==> src/rtl/ring_router_mux.sv <==
// ring_router_mux: merges the upstream ring stream and the local injection
// stream into one registered outgoing ring channel. Packets (worms) are never
// interleaved: once a head flit is granted, that input owns the output until
// its last flit is taken. Contention between packet heads is resolved
// round-robin by default.
//
// Build option: define RING_ROUTER_MUX_RING_PRIO_EN to give the ring input
// strict priority over local injection (no round-robin state is kept then).
module ring_router_mux (
    input  logic        clk,
    input  logic        rst,
    input  logic [15:0] in_ring_data_i,
    input  logic        in_ring_last_i,
    input  logic        in_ring_valid_i,
    output logic        in_ring_ready_o,
    input  logic [15:0] in_local_data_i,
    input  logic        in_local_last_i,
    input  logic        in_local_valid_i,
    output logic        in_local_ready_o,
    output logic [15:0] out_ring_data_o,
    output logic        out_ring_last_o,
    output logic        out_ring_valid_o,
    input  logic        out_ring_ready_i
);

    typedef enum logic [1:0] {
        IDLE,
        WORM_RING,
        WORM_LOCAL
    } state_t;

    state_t      state_q, state_d;
    logic [15:0] data_q, data_d;
    logic        last_q, last_d;
    logic        valid_q, valid_d;
`ifndef RING_ROUTER_MUX_RING_PRIO_EN
    logic        rrLastLocal_q, rrLastLocal_d;
`endif

    logic acc;
    logic selRing, selLocal;
    logic ringFire, localFire;

    // Pick which input may feed the output register this cycle and derive readys
    always_comb begin
        acc      = !valid_q || out_ring_ready_i;
        selRing  = 1'b0;
        selLocal = 1'b0;
        unique case (state_q)
            IDLE: begin
                if (in_ring_valid_i && in_local_valid_i) begin
`ifdef RING_ROUTER_MUX_RING_PRIO_EN
                    selRing = 1'b1;
`else
                    selRing  = rrLastLocal_q;
                    selLocal = !rrLastLocal_q;
`endif
                end else begin
                    selRing  = in_ring_valid_i;
                    selLocal = in_local_valid_i;
                end
            end
            WORM_RING:  selRing  = 1'b1;
            WORM_LOCAL: selLocal = 1'b1;
            default: begin
                selRing  = 1'b0;
                selLocal = 1'b0;
            end
        endcase
        in_ring_ready_o  = selRing && acc;
        in_local_ready_o = selLocal && acc;
        ringFire         = in_ring_ready_o && in_ring_valid_i;
        localFire        = in_local_ready_o && in_local_valid_i;
    end

    // Next-state: output register load, worm locking and arbitration history
    always_comb begin
        state_d = state_q;
        data_d  = data_q;
        last_d  = last_q;
        valid_d = valid_q;
`ifndef RING_ROUTER_MUX_RING_PRIO_EN
        rrLastLocal_d = rrLastLocal_q;
`endif
        if (acc) begin
            valid_d = ringFire || localFire;
            if (ringFire) begin
                data_d = in_ring_data_i;
                last_d = in_ring_last_i;
            end else if (localFire) begin
                data_d = in_local_data_i;
                last_d = in_local_last_i;
            end
        end
        if (ringFire) begin
            state_d = in_ring_last_i ? IDLE : WORM_RING;
        end else if (localFire) begin
            state_d = in_local_last_i ? IDLE : WORM_LOCAL;
        end
`ifndef RING_ROUTER_MUX_RING_PRIO_EN
        if (state_q == IDLE) begin
            if (ringFire) begin
                rrLastLocal_d = 1'b0;
            end else if (localFire) begin
                rrLastLocal_d = 1'b1;
            end
        end
`endif
    end

    // State and output register; reset drops any flit held for the link
    always_ff @(posedge clk) begin
        if (rst) begin
            state_q <= IDLE;
            data_q  <= 16'h0000;
            last_q  <= 1'b0;
            valid_q <= 1'b0;
`ifndef RING_ROUTER_MUX_RING_PRIO_EN
            rrLastLocal_q <= 1'b1;
`endif
        end else begin
            state_q <= state_d;
            data_q  <= data_d;
            last_q  <= last_d;
            valid_q <= valid_d;
`ifndef RING_ROUTER_MUX_RING_PRIO_EN
            rrLastLocal_q <= rrLastLocal_d;
`endif
        end
    end

    assign out_ring_data_o  = data_q;
    assign out_ring_last_o  = last_q;
    assign out_ring_valid_o = valid_q;

endmodule

==> config.mk <==
export PLATFORM = sky130hd
export DESIGN_NAME = ring_router_mux
export DESIGN_NICKNAME = d
export VERILOG_FILES = /design/src/rtl/ring_router_mux.sv
export SDC_FILE = /design/constraint.sdc
export NUM_CORES = 1
export LEC_CHECK = 0
export ABC_AREA = 1
export BUFFER_PORTS_ARGS = -buffer_cell sky130_fd_sc_hd__buf_2
export CAP_MARGIN = 20
export CORE_UTILIZATION = 46
export DETAILED_ROUTE_END_ITERATION = 10
export PLACE_DENSITY = 0.79
export SYNTH_ARGS = -nofsm -noshare
export SYNTH_HDL_FRONTEND = slang
export SYNTH_SLANG_ARGS = --single-unit
==> constraint.sdc <==
create_clock -name clk -period 1.3 [get_ports clk]
set_input_delay 0.26 -clock clk [delete_from_list [all_inputs] [get_ports clk]]
set_output_delay 0.26 -clock clk [all_outputs]
set_load 0.02 [all_outputs]
Word-level counts from Yosys, hierarchy flattened
Cells that the tools add are included.
{"block": "word_totals", "input_bits": 39, "out_inout_bits": 20, "latchBits": 0, "mem_count": 0, "elab_cells": 34, "ramBits": 0, "reg_bits": 21, "romBits": 0}
{"block": "classes", "n_addsub": 0, "magnitude_cmp": 0, "n_shift": 0, "div": 0, "muxes": 14, "reduce_logical": 13, "n_bitwise": 0, "n_eq_ne": 2, "n_mul": 0}
{"op": "two-way mux 16 bit", "count": 2}
{"op": "two-way mux 1 bit", "count": 7}
{"op": "two-way mux 2 bit", "count": 3}
{"op": "logical AND 1 bit", "count": 5}
{"op": "one-hot mux 1 bit (2 select lines)", "count": 2}
{"op": "AND reduction 2 bit", "count": 2}
{"op": "== test 2 x 1 -> 1 bit (second input constant)", "count": 1}
{"op": "== test 2 bit (second input constant)", "count": 1}
{"op": "logical NOT 1 bit", "count": 2}
{"op": "logical NOT 2 bit", "count": 1}
{"op": "logical OR 1 bit", "count": 2}
{"op": "nonzero test 2 bit", "count": 1}

Logic depth before layout (Yosys ltp)
Gate-level depths: netlist of run 1.
{"block": "depth", "depth_word": 7, "ltp_mapped": 10, "ltp_nobuf": 9}

Least setup slack after synthesis of run 1
No wires, ideal clock.
{"block": "synth_path", "path_type": "reg-to-output", "startpoint": "reg rrLastLocal_q", "endpoint": "out in_ring_ready_o", "t_arrival_ns": 1.204, "n_path_buf": 2, "stages_incl_launch_ff": 9, "slack_ns": -0.164, "required_ns": 1.040, "cell_sequence": "dfxtp_1 -> inv_1 -> nand2_1 -> nand2_1 -> nand2_1 -> buf_4 -> buf_4 -> nand2_1 -> nor2_1"}
{"block": "synth_between", "elab_chain_cells": 3}
{"element": "from (decl)", "line_no": "37", "source": "logic rrLastLocal_q, rrLastLocal_d;"}
{"element": "from (signal assigned)", "line_no": "127", "source": "rrLastLocal_q <= rrLastLocal_d;"}
{"element": "two-way mux 1 bit", "line_no": "51", "source": "if (in_ring_valid_i && in_local_valid_i) begin"}
{"element": "one-hot mux 1 bit (2 select lines)", "line_no": "49", "source": "unique case (state_q)"}
{"element": "logical AND 1 bit", "line_no": "70", "source": "in_ring_ready_o = selRing && acc;"}
{"element": "to (decl)", "line_no": "15", "source": "output logic in_ring_ready_o,"}
No other way between the ends.

Final worst setup path of run 1
Ends and elaborated chain as after synthesis.

==> results.py, run 1 <==
metrics = {
    "status": {
        "outcome": "finished, violations left",
        "violations": "setup timing",
    },
    "final_layout": {
        "layout_commonest_cell": "buf_2",
        "n_fill_cell": 208,
        "drive_gt1_share_pct": 50.2,
        "finalNetCount": 301,
        "antennaDiodeCount": 0,
        "area.growth.synth_to_final_pct": 50.2,
        "most-common-layout-cells": "buf_2, nand2_1, nor2_1",
    },
    "route": {
        "routedWlPerCell_um": 12.4,
        "initialDrtViolationCount": 26,
        "wl_met2_um": 1900,
        "totalWireLength_um": 3610,
        "via_per_inst": 5.03,
        "wl_met1_um": 1480,
        "maxUsedRoutingLayer": "met4",
        "ant_nets": 0,
        "drc": 0,
        "num_vias": 1464,
        "wl_met3_um": 190,
        "first_pass_iters": 4,
    },
    "setup_path": {
        "crit_type": "flop to output port",
        "rr_endpoint": "out_ring_data_o[11]$_SDFFE_PP0P_",
        "reg2reg_setup_slack_ns": -0.11,
        "timing.rr.start": "out_ring_valid_o$_SDFFE_PP0N_",
        "required_ns": 1.04,
        "crit_path_start": "rrLastLocal_q$_SDFFE_PP1P_",
        "crit_end": "in_ring_ready_o",
        "crit_path_start_kind": "flop",
        "ff2ff_path_depth": 10,
        "critPathCaptureType": "output port",
        "critPathMaxFanout": 2,
        "crit_arrival_ns": 1.17,
    },
    "power": {
        "power_w": 0.00202,
        "p_leak_nw": 1.02,
        "ir_worst_vdd_mv": 0.995,
        "powerDensity_nw_per_um2": 1050,
    },
    "timing": {
        "rsz0062_at_grt": "true",
        "clock_skew_ns": 0.00833,
        "timing.hold.ws_ns": 0.120,
        "fmax_ghz": 0.701,
        "setup_viol": 22,
        "max-slew-margin-rel_pct": 86.9,
        "period_needed_ns": 1.43,
        "tightest_slew_ns": 0.197,
        "period_share_pct": 110,
        "final.setup.tns_ns": -1.95,
        "setup_ws_ns": -0.126,
        "slew_violations": 0,
        "finalHoldViolCount": 0,
    },
    "logic_synthesis": {
        "synth_top_area_share_pct": 33.0,
        "seq_area_frac_synth_pct": 33.0,
        "postSynthAreaPerCell_sq_um": 6.68,
        "synth_top_family_by_area": "simple AND/OR/NAND/NOR gates",
        "synth_top_area_cell": "dfxtp_1",
        "ys_types": 20,
        "synth_xor_area_share_pct": 0,
        "synth_compound_area_share_pct": 1.18,
        "syn_area_sq_um": 1270,
        "syn_inst": 191,
        "synthAdderAreaFrac_pct": 0,
        "ys_ff_latch": 21,
        "synthesis.nets": 230,
        "synth.area.top_cells": "dfxtp_1, nand2_1, nor2_1",
        "yosys_warnings": 0,
        "muxShareOfSynthArea_pct": 0,
        "synth_simple_gate_area_share_pct": 55.0,
    },
    "clock_tree": {
        "clockBufferDepth": 2,
        "cts_buffers": 3,
        "cts_root_buf": "clkbuf_4",
        "htree_levels": 1,
        "cts_num_sinks": 21,
        "cts_tree": "yes",
        "cts.clk_slew.worst_paths_ns": 0.12,
        "clock_latency_ns": 0.32,
    },
    "global_route": {
        "antenna_found_initial": 0,
        "grt_pass1_vias": 1312,
        "grt_util_all_layers_pct": 26.1,
        "overflow": 0,
        "grt_max_degree": 19,
        "grt_pass1_wl_um": 5550,
    },
    "place": {
        "gp_congestion": 0.788,
        "preCtsSetupSlack_ns": -0.0551,
        "hpwl_um": 2260,
        "port_buffers": 58,
    },
    "die": {
        "die_y_um": 54.6,
        "die-area_sq_um": 2990,
        "num_io_pins": 59,
        "rows": 18,
        "start_util_pct": 50.1,
        "core_sq_um": 2540,
        "die_x_um": 54.6,
    },
    "flow_run": {
        "maxCapViolCount": 0,
    },
    "hold_path": {
        "hold_path.class": "input pin to flop",
    },
}
==> metrics by stage <==
| stage | cell area [sq um] | std cells | utilization [%] |
|---|---|---|---|
| 2_1_floorplan | 1300 | 191 | - |
| 3_3_place_gp | 1660 | 280 | 65.0 |
| 3_5_place_dp | 1660 | 280 | 65.0 |
| 4_1_cts | 1790 | 290 | 70.3 |
| 5_1_grt | 1920 | 291 | 75.3 |
| 6_report | 1920 | 291 | 75.3 |
==> Yosys cell counts (all sizes together) <==
library cell  count
a21oi             2
buf              12
clkbuf            1
clkinv            2
dfxtp            21
inv              10
nand2            60
nand3             8
nand3b           17
nand4            18
nor2             39
o21ai             1
==> registers in the layout, indices dropped and copies added, names as in the netlist <==
name,flops
out_ring_data_o,16
out_ring_last_o,1
out_ring_valid_o,1
rrLastLocal_q,1
state_q,2
==> worst min path at each step <==
stage / end / slack [ns] / startpoint / depth (start not counted)
floorplan: state_q[0]$_SDFFE_PP0P_ / 0.33 / rst / 1
global placement: rrLastLocal_q$_SDFFE_PP1P_ / 0.45 / rrLastLocal_q$_SDFFE_PP1P_ / 2
detailed placement: rrLastLocal_q$_SDFFE_PP1P_ / 0.45 / rrLastLocal_q$_SDFFE_PP1P_ / 2
CTS: state_q[0]$_SDFFE_PP0P_ / 0.11 / rst / 2
global route: state_q[0]$_SDFFE_PP0P_ / 0.10 / rst / 2
finish: state_q[0]$_SDFFE_PP0P_ / 0.12 / rst / 2
==> logic make-up (layout without fill, tap and decap cells) <==
family / count (synthesis) / in the layout
simple gates: 142 / 142
buf+inv: 25 / 95
flops: 21 / 21
compound gates: 3 / 3
==> layer usage <==
| layer | track usage (%) | up-vias |
|---|---|---|
| li1 | - | 760 |
| met1 | 30.3 | 648 |
| met2 | 46.2 | 50 |
| met3 | 5.83 | 6 |
| met4 | 8.97 | 0 |
| met5 | 0 | - |
==> final cells by class <==
type                    instances  area [sq um]  area share [%]
flip-flops and latches         21           428            22.3
inverters                      12          52.6            2.74
multi-input cells             145           831            43.4
clock inverters                 1          5.00           0.261
well taps                      30          37.5            1.96
clock buffers                   3          22.5            1.18
repair buffers                 79           539            28.2
==> repair_timing <==
item,in CTS,in global routing
endpoints found under the setup margin,20,23
cloned,2,1
setup buffers,4,0
hold buffers,0,0
gates resized for setup,18,35
pin swaps,8,14
==> where the power goes <==
group          total (W)  switching [W]  internal (W)
Sequential      0.000772      0.0000419      0.000730
Combinational   0.000919       0.000518      0.000401
Clock           0.000325       0.000209      0.000115
Total            0.00202       0.000770       0.00125
==> worst max-delay path: stages, from the launching register on <==
cell and delay (ns):
dfxtp_2 0.35, inv_2 0.03, nand2_2 0.07, nand2_2 0.06
nand2_2 0.08, nand2_2 0.07, nor2_4 0.08, buf_6 0.12
Note: power is estimated with default switching activity, not from simulation.
==> run 2: changes to the inputs <==
--- a/config.mk
+++ b/config.mk
@@ -8,9 +8,10 @@
 export ABC_AREA = 1
 export BUFFER_PORTS_ARGS = -buffer_cell sky130_fd_sc_hd__buf_2
 export CAP_MARGIN = 20
-export CORE_UTILIZATION = 46
+export CORE_ASPECT_RATIO = 1.2
+export CORE_UTILIZATION = 45
 export DETAILED_ROUTE_END_ITERATION = 10
-export PLACE_DENSITY = 0.79
+export PLACE_DENSITY = 0.77
 export SYNTH_ARGS = -nofsm -noshare
 export SYNTH_HDL_FRONTEND = slang
 export SYNTH_SLANG_ARGS = --single-unit
==> run 2 against run 1 <==
The run still ends with setup timing left. Via count decreased by 1.2%. Clock power decreased by 4%. Non-clock buffer count decreased by 2. Global-route usage decreased by 4.0 points. Sequential share of layout area increased by 1.6 points. First-iteration DRC count decreased by 12%. Die area increased by 2.2%. Maximum frequency increased by 0.45%. Worst setup slack improved by 0.0064 ns. Utilization decreased by 6.5 points. Largest power group unchanged.
==> results.py, run 2 (synthesis gave the netlist of run 1 again) <==
metrics = {
    "die": {
        "die_x_um": 50.6,
        "die_y_um": 60.3,
        "core_sq_um": 2600,
        "start_util_pct": 49.0,
        "rows": 20,
        "num_io_pins": 59,
        "die-area_sq_um": 3050,
    },
    "place": {
        "port_buffers": 58,
        "hpwl_um": 2290,
        "gp_congestion": 0.808,
        "placed_cells": 282,
    },
    "final_layout": {
        "most-common-layout-cells": "buf_2, nand2_1, nor2_1",
        "area.growth.synth_to_final_pct": 40.3,
        "layout_commonest_cell": "buf_2",
        "stdcell_count": 292,
        "antennaDiodeCount": 0,
        "finalNetCount": 299,
        "drive_gt1_share_pct": 40.9,
        "sequential_cell_area_sq_um": 429,
        "n_fill_cell": 256,
        "multiInputGateArea_sq_um": 762,
        "largest_register_ffs": 16,
    },
    "global_route": {
        "grt_pass1_wl_um": 5130,
        "grt_util_all_layers_pct": 22.1,
        "grt_pass1_vias": 1293,
        "overflow": 0,
        "met3_usage_pct": 3.05,
        "busiest_layer": "met2",
        "antenna_found_initial": 0,
        "gr-usage-met1_pct": 25.8,
        "grt_util_met2_pct": 40.8,
        "grt_max_degree": 20,
    },
    "flow_run": {
        "maxCapViolCount": 0,
    },
    "power": {
        "seqPwrFrac_pct": 40.1,
        "comb_power_share_pct": 43.7,
        "switching_share_pct": 37.2,
        "powerDensity_nw_per_um2": 1070,
        "p_leak_nw": 0.975,
        "switching_power_w": 0.000715,
        "p_int_w": 0.00121,
        "ir_worst_vdd_mv": 0.683,
        "pwr-share-clk_pct": 16.2,
    },
    "timing": {
        "clock_skew_ns": 0.00694,
        "tightest_slew_ns": 0.198,
        "slew_violations": 0,
        "setup_viol": 21,
        "period_needed_ns": 1.42,
        "setup_ws_ns": -0.120,
        "finalHoldViolCount": 0,
        "rsz0062_at_grt": "true",
        "timing.hold.ws_ns": 0.138,
        "max-slew-margin-rel_pct": 86.8,
        "final.setup.tns_ns": -0.810,
        "period_share_pct": 109,
        "fmax_ghz": 0.704,
    },
    "setup_path": {
        "crit_arrival_ns": 1.16,
        "ff2ff_path_depth": 9,
        "crit_path_start": "rrLastLocal_q$_SDFFE_PP1P_",
        "crit_type": "flop to output port",
        "critPathCaptureType": "output port",
        "rr_endpoint": "rrLastLocal_q$_SDFFE_PP1P_",
        "reg2reg_setup_slack_ns": -0.07,
        "critPathMaxFanout": 2,
        "required_ns": 1.04,
        "timing.rr.start": "out_ring_valid_o$_SDFFE_PP0N_",
        "crit_end": "in_ring_ready_o",
        "crit_path_start_kind": "flop",
    },
    "clock_tree": {
        "clockBufferDepth": 2,
        "cts_tree": "yes",
        "cts_hold_buf": 0,
        "cts_root_buf": "clkbuf_4",
        "cts_num_sinks": 21,
        "cts_buffers": 3,
        "cts.clk_slew.worst_paths_ns": 0.11,
        "clock_latency_ns": 0.30,
        "htree_levels": 1,
    },
    "route": {
        "ant_nets": 0,
        "num_vias": 1447,
        "initialDrtViolationCount": 23,
        "via_per_inst": 4.96,
        "first_pass_iters": 4,
        "routedWlPerCell_um": 11.5,
        "totalWireLength_um": 3370,
        "drc": 0,
    },
    "status": {
        "violations": "setup timing",
        "outcome": "finished, violations left",
    },
    "hold_path": {
        "holdPathStages": 2,
        "hold_path.class": "input pin to flop",
    },
}
[run 2: how the worst min path moves through the flow]
stage | slack (ns) | startpoint | end
6_report | 0.14 | rst | state_q[1]$_SDFFE_PP0P_
5_1_grt | 0.13 | rst | state_q[0]$_SDFFE_PP0P_
4_1_cts | 0.13 | rst | state_q[1]$_SDFFE_PP0P_
3_5_place_dp | 0.45 | rrLastLocal_q$_SDFFE_PP1P_ | rrLastLocal_q$_SDFFE_PP1P_
3_3_place_gp | 0.45 | rrLastLocal_q$_SDFFE_PP1P_ | rrLastLocal_q$_SDFFE_PP1P_
2_1_floorplan | 0.33 | rst | state_q[0]$_SDFFE_PP0P_
[run 2: area by class of cell]
cell class              count  share of cell area (%)
clock buffers               3                    1.26
clock inverters             1                   0.280
inverters                  12                    2.66
multi-input cells         145                    42.6
flip-flops and latches     21                    24.0
well taps                  33                    2.31
repair buffers             77                    26.9
[run 2: timing repair]
action | in CTS | in global routing
gates resized for setup | 12 | 12
setup buffers | 4 | 2
endpoints found under the setup margin | 21 | 23
pin swaps | 7 | 5
hold endpoints to repair | 0 | 0
[run 2: critical path, stage by stage (launching register included)]
cell and delay [ns]:
dfxtp_2 0.37, inv_2 0.04, nand2_2 0.06, nand2_2 0.05, nand2_2 0.07, nand2_2 0.06, nor2_4 0.10, buf_6 0.11
[run 2: per-stage QoR]
step / total power (W) / area [sq um] / setup slack, ns / util, %
6_report: 0.00192 / 1790 / -0.120 / 68.8
5_1_grt: 0.00204 / 1790 / -0.210 / 68.8
3_5_place_dp: 0.00154 / 1650 / -0.0313 / 63.5
4_1_cts: 0.00189 / 1740 / -0.0906 / 66.7
3_3_place_gp: 0.00154 / 1650 / 0.00303 / 63.5
2_1_floorplan: 0.00132 / 1300 / 0.00921 / -
[run 2: power groups by stage]
| stage | logic (W) | registers, W | clock network [W] |
|---|---|---|---|
| final | 0.000840 | 0.000770 | 0.000312 |
| after global routing | 0.000923 | 0.000777 | 0.000345 |
| after CTS | 0.000801 | 0.000768 | 0.000317 |
| after detailed placement | 0.000760 | 0.000782 | 0 |
| after global placement | 0.000753 | 0.000783 | 0 |
| after floorplan | 0.000443 | 0.000875 | 0 |
[run 2: layer usage]
layer / wire (um) / share of wire, %
met3: 175 / 5.2
met4: 19 / 0.56
met1: 1390 / 41
met2: 1780 / 53
met5: 0 / 0
==> run 3: changes to the inputs <==
--- a/config.mk
+++ b/config.mk
@@ -9,9 +9,8 @@
 export BUFFER_PORTS_ARGS = -buffer_cell sky130_fd_sc_hd__buf_2
 export CAP_MARGIN = 20
 export CORE_ASPECT_RATIO = 1.2
-export CORE_UTILIZATION = 45
+export CORE_UTILIZATION = 25
 export DETAILED_ROUTE_END_ITERATION = 10
-export PLACE_DENSITY = 0.77
 export SYNTH_ARGS = -nofsm -noshare
 export SYNTH_HDL_FRONTEND = slang
 export SYNTH_SLANG_ARGS = --single-unit
==> constraint.sdc (replaced) <==
create_clock -name clk -period 1.8 [get_ports clk]
set_input_delay 0.36 -clock clk [delete_from_list [all_inputs] [get_ports clk]]
set_output_delay 0.36 -clock clk [all_outputs]
set_load 0.005 [all_outputs]
==> run 3 against run 2 <==
The flow now finishes without violations. Clock-buffer cell count grew 1. Wire length grew 1.8%. Clock power is 2% higher. Utilization is 35 points lower. Global-route usage is 8.7 points lower. Via count shrank 6.6%. Cell area shrank 7.4%. Cell count grew 5.1%. Sequential cell count did not move. Die area rose by 77%. Critical endpoint unchanged. Largest cell class unchanged. Highest routed layer unchanged.
==> results.py, run 3 (synthesis gave the netlist of run 1 again) <==
metrics = {
    "timing": {
        "period_share_pct": 86.6,
        "clock_skew_ns": 0.000803,
        "slew_violations": 0,
        "final.setup.tns_ns": 0,
        "period_needed_ns": 1.56,
        "finalHoldViolCount": 0,
        "setup_viol": 0,
        "max-slew-margin-rel_pct": 80.0,
        "tightest_slew_ns": 0.299,
        "rsz0062_at_grt": "false",
        "fmax_ghz": 0.642,
        "timing.hold.ws_ns": 0.296,
    },
    "global_route": {
        "grt_pass1_wl_um": 5540,
        "overflow": 0,
        "grt_pass1_vias": 1225,
        "grt_util_all_layers_pct": 13.4,
        "antenna_found_initial": 0,
        "grt_max_degree": 25,
    },
    "power": {
        "ir_worst_vdd_mv": 0.215,
        "pwr-share-clk_pct": 24.2,
        "powerDensity_nw_per_um2": 797,
        "switching_power_w": 0.000436,
        "switching_share_pct": 33.0,
        "p_leak_nw": 0.907,
        "seqPwrFrac_pct": 42.0,
        "p_int_w": 0.000885,
        "comb_power_share_pct": 33.8,
    },
    "final_layout": {
        "finalNetCount": 287,
        "drive_gt1_share_pct": 30.8,
        "n_fill_cell": 561,
        "most-common-layout-cells": "nand2_1, buf_2, nor2_1",
        "multiInputGateArea_sq_um": 716,
        "sequential_cell_area_sq_um": 420,
        "layout_commonest_cell": "nand2_1",
        "area.growth.synth_to_final_pct": 29.9,
        "design_area_sq_um": 1660,
        "largest_register_ffs": 16,
        "antennaDiodeCount": 0,
        "final_util_pct": 33.8,
    },
    "setup_path": {
        "reg2reg_setup_slack_ns": 0.27,
        "rr_endpoint": "out_ring_data_o[14]$_SDFFE_PP0P_",
        "critPathMaxFanout": 3,
        "critPathCaptureType": "output port",
        "required_ns": 1.44,
        "crit_arrival_ns": 1.20,
        "crit_path_start_kind": "flop",
        "timing.rr.start": "out_ring_valid_o$_SDFFE_PP0N_",
        "crit_type": "flop to output port",
        "ff2ff_path_depth": 8,
    },
    "place": {
        "hpwl_um": 2500,
        "placed_area_sq_um": 1610,
        "port_buffers": 58,
        "gp_congestion": 0.700,
    },
    "flow_run": {
        "maxCapViolCount": 0,
    },
    "route": {
        "ant_nets": 0,
        "routedWlPerCell_um": 11.2,
        "initialDrtViolationCount": 58,
        "via_per_inst": 4.40,
        "num_vias": 1352,
        "totalWireLength_um": 3430,
        "first_pass_iters": 4,
        "drc": 0,
    },
    "clock_tree": {
        "cts.repair.resized": 0,
        "cts_buffers": 3,
        "cts_hold_buf": 0,
        "htree_levels": 1,
        "clock_latency_ns": 0.26,
        "clockBufferDepth": 2,
        "cts_setup_buffers": 0,
        "cts.clk_slew.worst_paths_ns": 0.08,
        "cts_num_sinks": 21,
        "cts_tree": "yes",
        "cts_root_buf": "clkbuf_8",
    },
    "hold_path": {
        "holdPathStages": 2,
        "whs_endpoint": "state_q[1]$_SDFFE_PP0P_",
        "hold_path.startpoint": "rst",
        "hold_path.class": "input pin to flop",
    },
    "die": {
        "die_x_um": 67.2,
        "rows": 28,
        "die_y_um": 80.2,
        "start_util_pct": 26.0,
        "num_io_pins": 59,
        "die-area_sq_um": 5390,
        "core_sq_um": 4900,
    },
    "status": {
        "outcome": "completed",
    },
}
## run 3: worst max path at each step
stage	start	to	slack [ns]	cells past startpoint
2_1_floorplan	in_local_valid_i	in_ring_ready_o	0.40	7
3_3_place_gp	out_ring_ready_i	out_ring_data_o[1]$_SDFFE_PP0P_	0.21	9
3_5_place_dp	out_ring_ready_i	out_ring_data_o[2]$_SDFFE_PP0P_	0.19	9
4_1_cts	rrLastLocal_q$_SDFFE_PP1P_	in_ring_ready_o	0.21	7
5_1_grt	rrLastLocal_q$_SDFFE_PP1P_	in_ring_ready_o	0.11	7
6_report	rrLastLocal_q$_SDFFE_PP1P_	in_ring_ready_o	0.24	7
## run 3: power by group through the flow
stage | clock (W) | sequential (W) | combinational [W]
6_report | 0.000319 | 0.000555 | 0.000447
5_1_grt | 0.000350 | 0.000563 | 0.000509
4_1_cts | 0.000330 | 0.000556 | 0.000454
3_5_place_dp | 0 | 0.000565 | 0.000452
3_3_place_gp | 0 | 0.000566 | 0.000448
2_1_floorplan | 0 | 0.000568 | 0.000299
## run 3: final cells by class
| cell class | instances | area share, % |
|---|---|---|
| multi-input cells | 145 | 43.2 |
| flip-flops and latches | 21 | 25.4 |
| repair buffers | 65 | 21.5 |
| well taps | 60 | 4.53 |
| clock buffers | 4 | 2.72 |
| inverters | 12 | 2.72 |
## run 3: metrics by stage
step | setup WS (ns) | total power [W] | std cells
final | 0.242 | 0.00132 | 307
after global routing | 0.111 | 0.00142 | 307
after CTS | 0.213 | 0.00134 | 307
after detailed placement | 0.187 | 0.00102 | 303
after global placement | 0.207 | 0.00101 | 303
after floorplan | 0.396 | 0.000868 | 191
## run 3: per-layer routing
layer | part of all wire (%) | global-route usage (%)
met5 | 0 | 0
met4 | 1.0 | 3.83
met3 | 7.0 | 2.56
met2 | 44 | 21.3
met1 | 48 | 17.9
## run 3: worst max-delay path, cell delays in order (launching register included)
cell     delay [ns]
dfxtp_1        0.35
inv_1          0.04
nand2_1        0.08
nand2_1        0.05
nand2_1        0.15
nand2_1        0.07
nor2_1         0.08
buf_2          0.11
